### src/rtl/lc3_pkg.sv
// Shared LC-3 datapath types: memory sequencer states and default word width.
package lc3_pkg;
    localparam int N = 16;

    typedef enum logic [1:0] {
        IDLE,
        ACCESS,
        WAIT_RDY,
        FINISH
    } mem_state_t;
endpackage

### src/rtl/mem_access_ctrl_if.sv
// Request/response bundle between the datapath, the memory sequencer and the SRAM port.
interface mem_access_ctrl_if #(parameter int N = lc3_pkg::N);
    logic         req_valid;
    logic         req_write;
    logic [N-1:0] req_addr;
    logic [N-1:0] req_wdata;
    logic         req_ready;
    logic         mdr_load;
    logic [N-1:0] mdr_data;
    logic         done;
    logic         err;
    logic         mem_ce;
    logic         mem_we;
    logic [N-1:0] mem_addr;
    logic [N-1:0] mem_wdata;
    logic [N-1:0] mem_rdata;
    logic         mem_ready;

    modport master (
        output req_valid, req_write, req_addr, req_wdata, mem_rdata, mem_ready,
        input  req_ready, mdr_load, mdr_data, done, err, mem_ce, mem_we, mem_addr, mem_wdata
    );

    modport slave (
        input  req_valid, req_write, req_addr, req_wdata, mem_rdata, mem_ready,
        output req_ready, mdr_load, mdr_data, done, err, mem_ce, mem_we, mem_addr, mem_wdata
    );
endinterface

### src/rtl/register.sv
// Generic load-enabled register with synchronous active-high reset.
// Latency: q follows d one cycle after load; no backpressure.
module register #(
    parameter int W = 16
) (
    input  logic         clk,
    input  logic         reset,
    input  logic         load,
    input  logic [W-1:0] d,
    output logic [W-1:0] q
);
    always_ff @(posedge clk) begin
        if (reset)
            q <= '0;
        else if (load)
            q <= d;
    end
endmodule

### src/rtl/mem_access_ctrl.sv
// Sequences one LC-3 SRAM read/write from MAR/MDR, feeding MDR Load/Data_In on read completion.
// Latency: Done at WAIT_CYCLES+2 after acceptance with ready already high; aborts after TIMEOUT.
// Backpressure: req_ready only in IDLE; requests while busy are dropped, not queued.
module mem_access_ctrl #(
    parameter int N           = lc3_pkg::N,
    parameter int WAIT_CYCLES = 2,
    parameter int TIMEOUT     = 64
) (
    input  logic         clk,
    input  logic         reset,
    mem_access_ctrl_if.slave bus
);
    import lc3_pkg::*;

    localparam int CW = $clog2(TIMEOUT + 1);

    mem_state_t    state, next_state;
    logic [CW-1:0] cnt;
    logic          write_q;
    logic          accept, rdy_hit, tmo_hit;
    logic          req_ready_d, ce_d, we_d, done_d, load_d;

    assign accept  = (state == IDLE) && bus.req_valid;
    assign rdy_hit = (state == WAIT_RDY) && bus.mem_ready;
    // ready wins over a timeout landing on the same cycle
    assign tmo_hit = (state == WAIT_RDY) && !bus.mem_ready && (cnt == CW'(TIMEOUT - 1));

    always_comb begin
        next_state = state;
        case (state)
            IDLE:     if (bus.req_valid) next_state = ACCESS;
            ACCESS:   if (cnt == CW'(WAIT_CYCLES - 1)) next_state = WAIT_RDY;
            WAIT_RDY: if (rdy_hit || tmo_hit) next_state = FINISH;
            FINISH:   next_state = IDLE;
            default:  next_state = IDLE;
        endcase
    end

    // next-cycle values of the registered outputs
    always_comb begin
        req_ready_d = (next_state == IDLE);
        ce_d        = (next_state == ACCESS) || (next_state == WAIT_RDY);
        we_d        = ce_d && (accept ? bus.req_write : write_q);
        done_d      = (next_state == FINISH);
        load_d      = rdy_hit && !write_q;
    end

    always_ff @(posedge clk) begin
        if (reset) begin
            state         <= IDLE;
            cnt           <= '0;
            write_q       <= 1'b0;
            bus.req_ready <= 1'b1;
            bus.mem_ce    <= 1'b0;
            bus.mem_we    <= 1'b0;
            bus.done      <= 1'b0;
            bus.mdr_load  <= 1'b0;
            bus.mdr_data  <= '0;
            bus.err       <= 1'b0;
        end else begin
            state         <= next_state;
            bus.req_ready <= req_ready_d;
            bus.mem_ce    <= ce_d;
            bus.mem_we    <= we_d;
            bus.done      <= done_d;
            bus.mdr_load  <= load_d;
            if (accept) begin
                write_q <= bus.req_write;
                bus.err <= 1'b0;
            end else if (tmo_hit) begin
                bus.err <= 1'b1;
            end
            if (load_d)
                bus.mdr_data <= bus.mem_rdata;
            if (accept)
                cnt <= '0;
            else if (((state == ACCESS) || (state == WAIT_RDY)) && (cnt != CW'(TIMEOUT)))
                cnt <= cnt + 1'b1;
        end
    end

    register #(.W(N)) u_addr_reg (
        .clk   (clk),
        .reset (reset),
        .load  (accept),
        .d     (bus.req_addr),
        .q     (bus.mem_addr)
    );

    register #(.W(N)) u_wdata_reg (
        .clk   (clk),
        .reset (reset),
        .load  (accept),
        .d     (bus.req_wdata),
        .q     (bus.mem_wdata)
    );
endmodule
### src/flat_wrapper.sv
// flat-port wrapper written by rule: the top's interface ports become plain ports
module mem_access_ctrl_flat import lc3_pkg::*;
#(
    parameter int N           = lc3_pkg::N,
    parameter int WAIT_CYCLES = 2,
    parameter int TIMEOUT     = 64
)
  (clk, reset, bus_req_valid, bus_req_write, bus_req_addr, bus_req_wdata, bus_mem_rdata, bus_mem_ready, bus_req_ready, bus_mdr_load, bus_mdr_data, bus_done, bus_err, bus_mem_ce, bus_mem_we, bus_mem_addr, bus_mem_wdata);
  mem_access_ctrl_if #(.N(N)) bus_i ();
  input  logic clk;
  input  logic reset;
  input wire logic [$bits(bus_i.req_valid)-1:0] bus_req_valid;
  input wire logic [$bits(bus_i.req_write)-1:0] bus_req_write;
  input wire logic [$bits(bus_i.req_addr)-1:0] bus_req_addr;
  input wire logic [$bits(bus_i.req_wdata)-1:0] bus_req_wdata;
  input wire logic [$bits(bus_i.mem_rdata)-1:0] bus_mem_rdata;
  input wire logic [$bits(bus_i.mem_ready)-1:0] bus_mem_ready;
  output wire logic [$bits(bus_i.req_ready)-1:0] bus_req_ready;
  output wire logic [$bits(bus_i.mdr_load)-1:0] bus_mdr_load;
  output wire logic [$bits(bus_i.mdr_data)-1:0] bus_mdr_data;
  output wire logic [$bits(bus_i.done)-1:0] bus_done;
  output wire logic [$bits(bus_i.err)-1:0] bus_err;
  output wire logic [$bits(bus_i.mem_ce)-1:0] bus_mem_ce;
  output wire logic [$bits(bus_i.mem_we)-1:0] bus_mem_we;
  output wire logic [$bits(bus_i.mem_addr)-1:0] bus_mem_addr;
  output wire logic [$bits(bus_i.mem_wdata)-1:0] bus_mem_wdata;
  assign bus_i.req_valid = bus_req_valid;
  assign bus_i.req_write = bus_req_write;
  assign bus_i.req_addr = bus_req_addr;
  assign bus_i.req_wdata = bus_req_wdata;
  assign bus_i.mem_rdata = bus_mem_rdata;
  assign bus_i.mem_ready = bus_mem_ready;
  assign bus_req_ready = bus_i.req_ready;
  assign bus_mdr_load = bus_i.mdr_load;
  assign bus_mdr_data = bus_i.mdr_data;
  assign bus_done = bus_i.done;
  assign bus_err = bus_i.err;
  assign bus_mem_ce = bus_i.mem_ce;
  assign bus_mem_we = bus_i.mem_we;
  assign bus_mem_addr = bus_i.mem_addr;
  assign bus_mem_wdata = bus_i.mem_wdata;
  mem_access_ctrl #(.N(N), .WAIT_CYCLES(WAIT_CYCLES), .TIMEOUT(TIMEOUT)) u_core (.clk(clk), .reset(reset), .bus(bus_i));
endmodule
### config.mk
export PLATFORM = sky130hd
export DESIGN_NAME = mem_access_ctrl_flat
export DESIGN_NICKNAME = d
export VERILOG_FILES = /design/src/rtl/lc3_pkg.sv /design/src/rtl/mem_access_ctrl_if.sv /design/src/rtl/register.sv /design/src/rtl/mem_access_ctrl.sv /design/src/flat_wrapper.sv
export SDC_FILE = /design/constraint.sdc
export NUM_CORES = 1
export LEC_CHECK = 0
export BUFFER_PORTS_ARGS = -buffer_cell sky130_fd_sc_hd__buf_4
export CAP_MARGIN = 20
export CORE_UTILIZATION = 46
export CTS_CLUSTER_DIAMETER = 100
export DETAILED_ROUTE_END_ITERATION = 10
export PLACE_DENSITY = 0.88
export SLEW_MARGIN = 20
export SYNTH_ARGS = -nofsm -noshare
export SYNTH_HDL_FRONTEND = slang
export SYNTH_SLANG_ARGS = --single-unit
export TNS_END_PERCENT = 50
### constraint.sdc
create_clock -name clk -period 2.2 [get_ports clk]
set_clock_uncertainty 0.2 [all_clocks]
set_input_delay 0.33 -clock clk [delete_from_list [all_inputs] [get_ports clk]]
set_output_delay 0.33 -clock clk [all_outputs]
set_load 0.03 [all_outputs]
==> impl_metrics.ini <==
[timing]
max_freq_ghz = 0.485
worst_pin_slew_ns = 0.610
worst_slack_ns = 0.137
setup_repair_after_global_routing_missed_its_margin = false
final_max_slew_viol_count = 0
layout_worst_path_cycle_share_pct = 93.8
finalSetupTns_ns = 0
timing.slew.headroom_pct = 59.2
setup_violations = 0
post-route-min-period_ns = 2.06
hold_viol = 0

[clock_network]
clockRootBuffer = sky130_fd_sc_hd__clkbuf_8
num_clock_sinks = 64
post_cts_buffers = 0
clkLatencyLatePin_ns = 0.33
clock_tree.htree_level_count = 3
worst_setup_hold_path_clk_slew_ns = 0.07
post_cts.resized_instances = 0
cts-buffers-inserted = 9
clock_tree_buffer_depth = 2
tritoncts = yes
cts_hold_buf = 0

[yosys]
yosys_warnings = 0
ys_top_cells_by_area = sky130_fd_sc_hd__dfxtp_1 (53%), sky130_fd_sc_hd__nand2_1 (16%), sky130_fd_sc_hd__a21oi_1 (11%), sky130_fd_sc_hd__ha_1 (4.7%), sky130_fd_sc_hd__clkbuf_1 (2.0%)
synth_ff_type = sky130_fd_sc_hd__dfxtp_1
post_synth_top_area_share_pct = 53.0
synth.yosys.seq_area_share_pct = 53.0
synth_area_leader_cell = sky130_fd_sc_hd__dfxtp_1
yosysUniqueCellTypes = 32
synthesis.instances = 292
mappedNetlistArea_um2 = 2420
syn-mean-instance-area_um2 = 8.27
synth-edff-count = 0
yosys_register_bits = 64
mappedNetlistNets = 354
yosys.cell_count.top_type = sky130_fd_sc_hd__nand2_1
netlist_top_cells_count = sky130_fd_sc_hd__nand2_1 (103), sky130_fd_sc_hd__dfxtp_1 (64), sky130_fd_sc_hd__a21oi_1 (51)
post_synthesis_async_set_or_reset_flop_share_pct = 0

[drt]
initialDrtViolationCount = 79
routed-via-count = 2304
route.detailed.vias_per_inst = 4.91
postRouteWirelength_um = 5570
route.antenna.remaining_nets = 0
wire_per_inst_um = 11.9
detailed_routing_iterations_pass_1 = 4
drt_drc_violations_left = 0

[layout]
fin_cells = 469
fin_util_pct = 68.2
finish.net_count = 456
final_layout_size_suffix_gt1_share_pct = 32.1
syn_to_final_growth_pct = 43.2
antenna_cells = 0

[worst_setup_path]
end_kind = register
worst_path_class_setup = register to register
required_time_reported_for_the_critical_path_endpoint_ns = 2.19
path_max_fanout = 7
cp.arrival_ns = 2.05
start_kind = register

[pwr]
clock_power_share_pct = 35.8
p_per_area_nw_per_um2 = 790
p_int_w = 0.00202
sw_frac_of_total_pct = 26.3
comb_power_share_pct = 18.3
power.sequential.fraction_pct = 46.0
power.switching_w = 0.000719
total_power_w = 0.00273
maximum_resistive_drop_on_vdd_mv = 0.608
power.leakage_nw = 1.51

[global_route]
global_route_wire_length_before_repair_um = 8330
grt_antenna_before_repair = 0
grt_start_max_net_pins = 57
total_global_routing_overflow = 0
grt_pass1_vias = 1990
grtUsageTotal_pct = 20.0

[die]
floorplan.core_area_um2 = 5070
fp.dieH_um = 74.5
num_rows = 26
starting_density_of_the_core_pct = 47.6
die_width_um = 74.5
ioPinCount = 107
dieArea_um2 = 5550

[placed_design]
gpl.final_weighted_congestion = 0.844
io_buffers = 106
placedCellCount = 453
detailedPlace.worstSlack_ns = 0.157
sum_of_net_half_perimeters_after_detailed_placement_um = 4120

[status]
status = finished, final reports clean

[worst_hold_path]
holdCritPathClass = primary input to register

[run]
maxCapViolations = 0
## critical path: stages (launching register included)
cell and delay (ns):
sky130_fd_sc_hd__dfxtp_1 0.39, sky130_fd_sc_hd__nor4_4 0.40, sky130_fd_sc_hd__a31oi_1 0.16, sky130_fd_sc_hd__o32ai_2 0.35, sky130_fd_sc_hd__ha_1 0.30, sky130_fd_sc_hd__nor2b_1 0.14
## sequential cells by signal, summed over array words and instances (netlist names)
name and cells:
u_core.bus.err 1, u_core.write_q 1, u_core.bus.done 1, u_core.cnt 7, u_core.bus.mem_we 1, u_core.state 2, u_core.bus.req_ready 1, u_core.u_addr_reg.q 16
u_core.bus.mdr_load 1, u_core.u_wdata_reg.q 16, u_core.bus.mdr_data 16, u_core.bus.mem_ce 1
## kinds of logic (layout without fill, tap and decap cells)
group                      after synthesis  after routing  share of synthesized area [%]
AOI/OAI and AO/OA                       60             60                           13.7
xor gates and xnor gates                 4              4                           1.45
adders and majority gates                9              9                           4.66
buffers and inverters                   23            130                           3.68
DFF                                     64             64                           53.0
muxes                                    1              1                          0.414
and+or+nand+nor                        131            131                           23.1
## per-stage QoR
stage               hold slack, ns  area (um2)
global placement             0.242        3260
global route                0.0345        3460
floorplan                    0.252        2420
CTS                         0.0320        3460
finish                      0.0456        3460
detailed placement           0.247        3260
## cell type report
cell class                      count  area [um2]
Clock inverter                      3        40.0
Fill cell                         418        1620
Multi-Input combinational cell    205        1050
Inverter                            6        22.5
Clock buffer                       13         159
Timing Repair Buffer              108         823
Sequential cell                    64        1280
Tap cell                           70        87.6
## routing by layer
layer  track usage [%]  vias up  share of wire, %
met4              12.4        0               2.2
li1                  -     1158                 -
met5                 0        -                 0
met2              33.5      103                48
met1              22.0     1030                42
met3              6.50       13               8.7
## path summary, 6_finish.rpt
kind / slack [ns] / end / start / depth (start not counted)
max: 0.14 / u_core.bus.mem_ce$_SDFF_PP0_ / u_core.cnt[2]$_SDFFE_PP0P_ / 5
min: 0.05 / u_core.u_wdata_reg.q[9]$_SDFFE_PP0P_ / bus_req_wdata[9] / 3
max reg2reg: 0.14 / u_core.bus.mem_ce$_SDFF_PP0_ / u_core.cnt[2]$_SDFFE_PP0P_ / 5
min reg2reg: 0.25 / u_core.u_wdata_reg.q[6]$_SDFFE_PP0P_ / u_core.u_wdata_reg.q[6]$_SDFFE_PP0P_ / 2
## cell usage in the layout (no fill, tap or decap)
cell type                   instances
sky130_fd_sc_hd__buf_12             1
sky130_fd_sc_hd__clkinv_2           2
sky130_fd_sc_hd__xnor2_1            1
sky130_fd_sc_hd__nor4_4             1
sky130_fd_sc_hd__o311ai_1           1
sky130_fd_sc_hd__nand3b_1           1
sky130_fd_sc_hd__nand2b_1           2
sky130_fd_sc_hd__bufinv_16          1
sky130_fd_sc_hd__a311oi_1           1
sky130_fd_sc_hd__and2_1             2
sky130_fd_sc_hd__or4_1              1
sky130_fd_sc_hd__nor2_1            11
sky130_fd_sc_hd__o32ai_2            1
sky130_fd_sc_hd__dfxtp_1           64
sky130_fd_sc_hd__a31oi_1            1
sky130_fd_sc_hd__clkbuf_8          11
sky130_fd_sc_hd__nand4_1            3
sky130_fd_sc_hd__a31o_2             1
sky130_fd_sc_hd__nor3_1             1
sky130_fd_sc_hd__or2_2              1
sky130_fd_sc_hd__and3b_1            1
sky130_fd_sc_hd__or3_1              1
sky130_fd_sc_hd__nand3_1            1
sky130_fd_sc_hd__ha_1               9
sky130_fd_sc_hd__nand2_1          103
sky130_fd_sc_hd__nor2b_1            1
sky130_fd_sc_hd__clkbuf_1           2
sky130_fd_sc_hd__inv_1              6
sky130_fd_sc_hd__mux2i_1            1
sky130_fd_sc_hd__o21ai_0            3
sky130_fd_sc_hd__a311o_2            1
sky130_fd_sc_hd__buf_4            107
sky130_fd_sc_hd__a21oi_1           51
sky130_fd_sc_hd__nor4_2             1
sky130_fd_sc_hd__xor2_1             3
## power by group through the flow
stage,combinational (W),sequential (W),clock [W]
floorplan,0.000185,0.00139,0
global placement,0.000490,0.00128,0
detailed placement,0.000503,0.00128,0
CTS,0.000504,0.00126,0.00101
global route,0.000543,0.00126,0.00106
finish,0.000500,0.00126,0.000978
No activity file was read; power rests on OpenSTA's default activity.
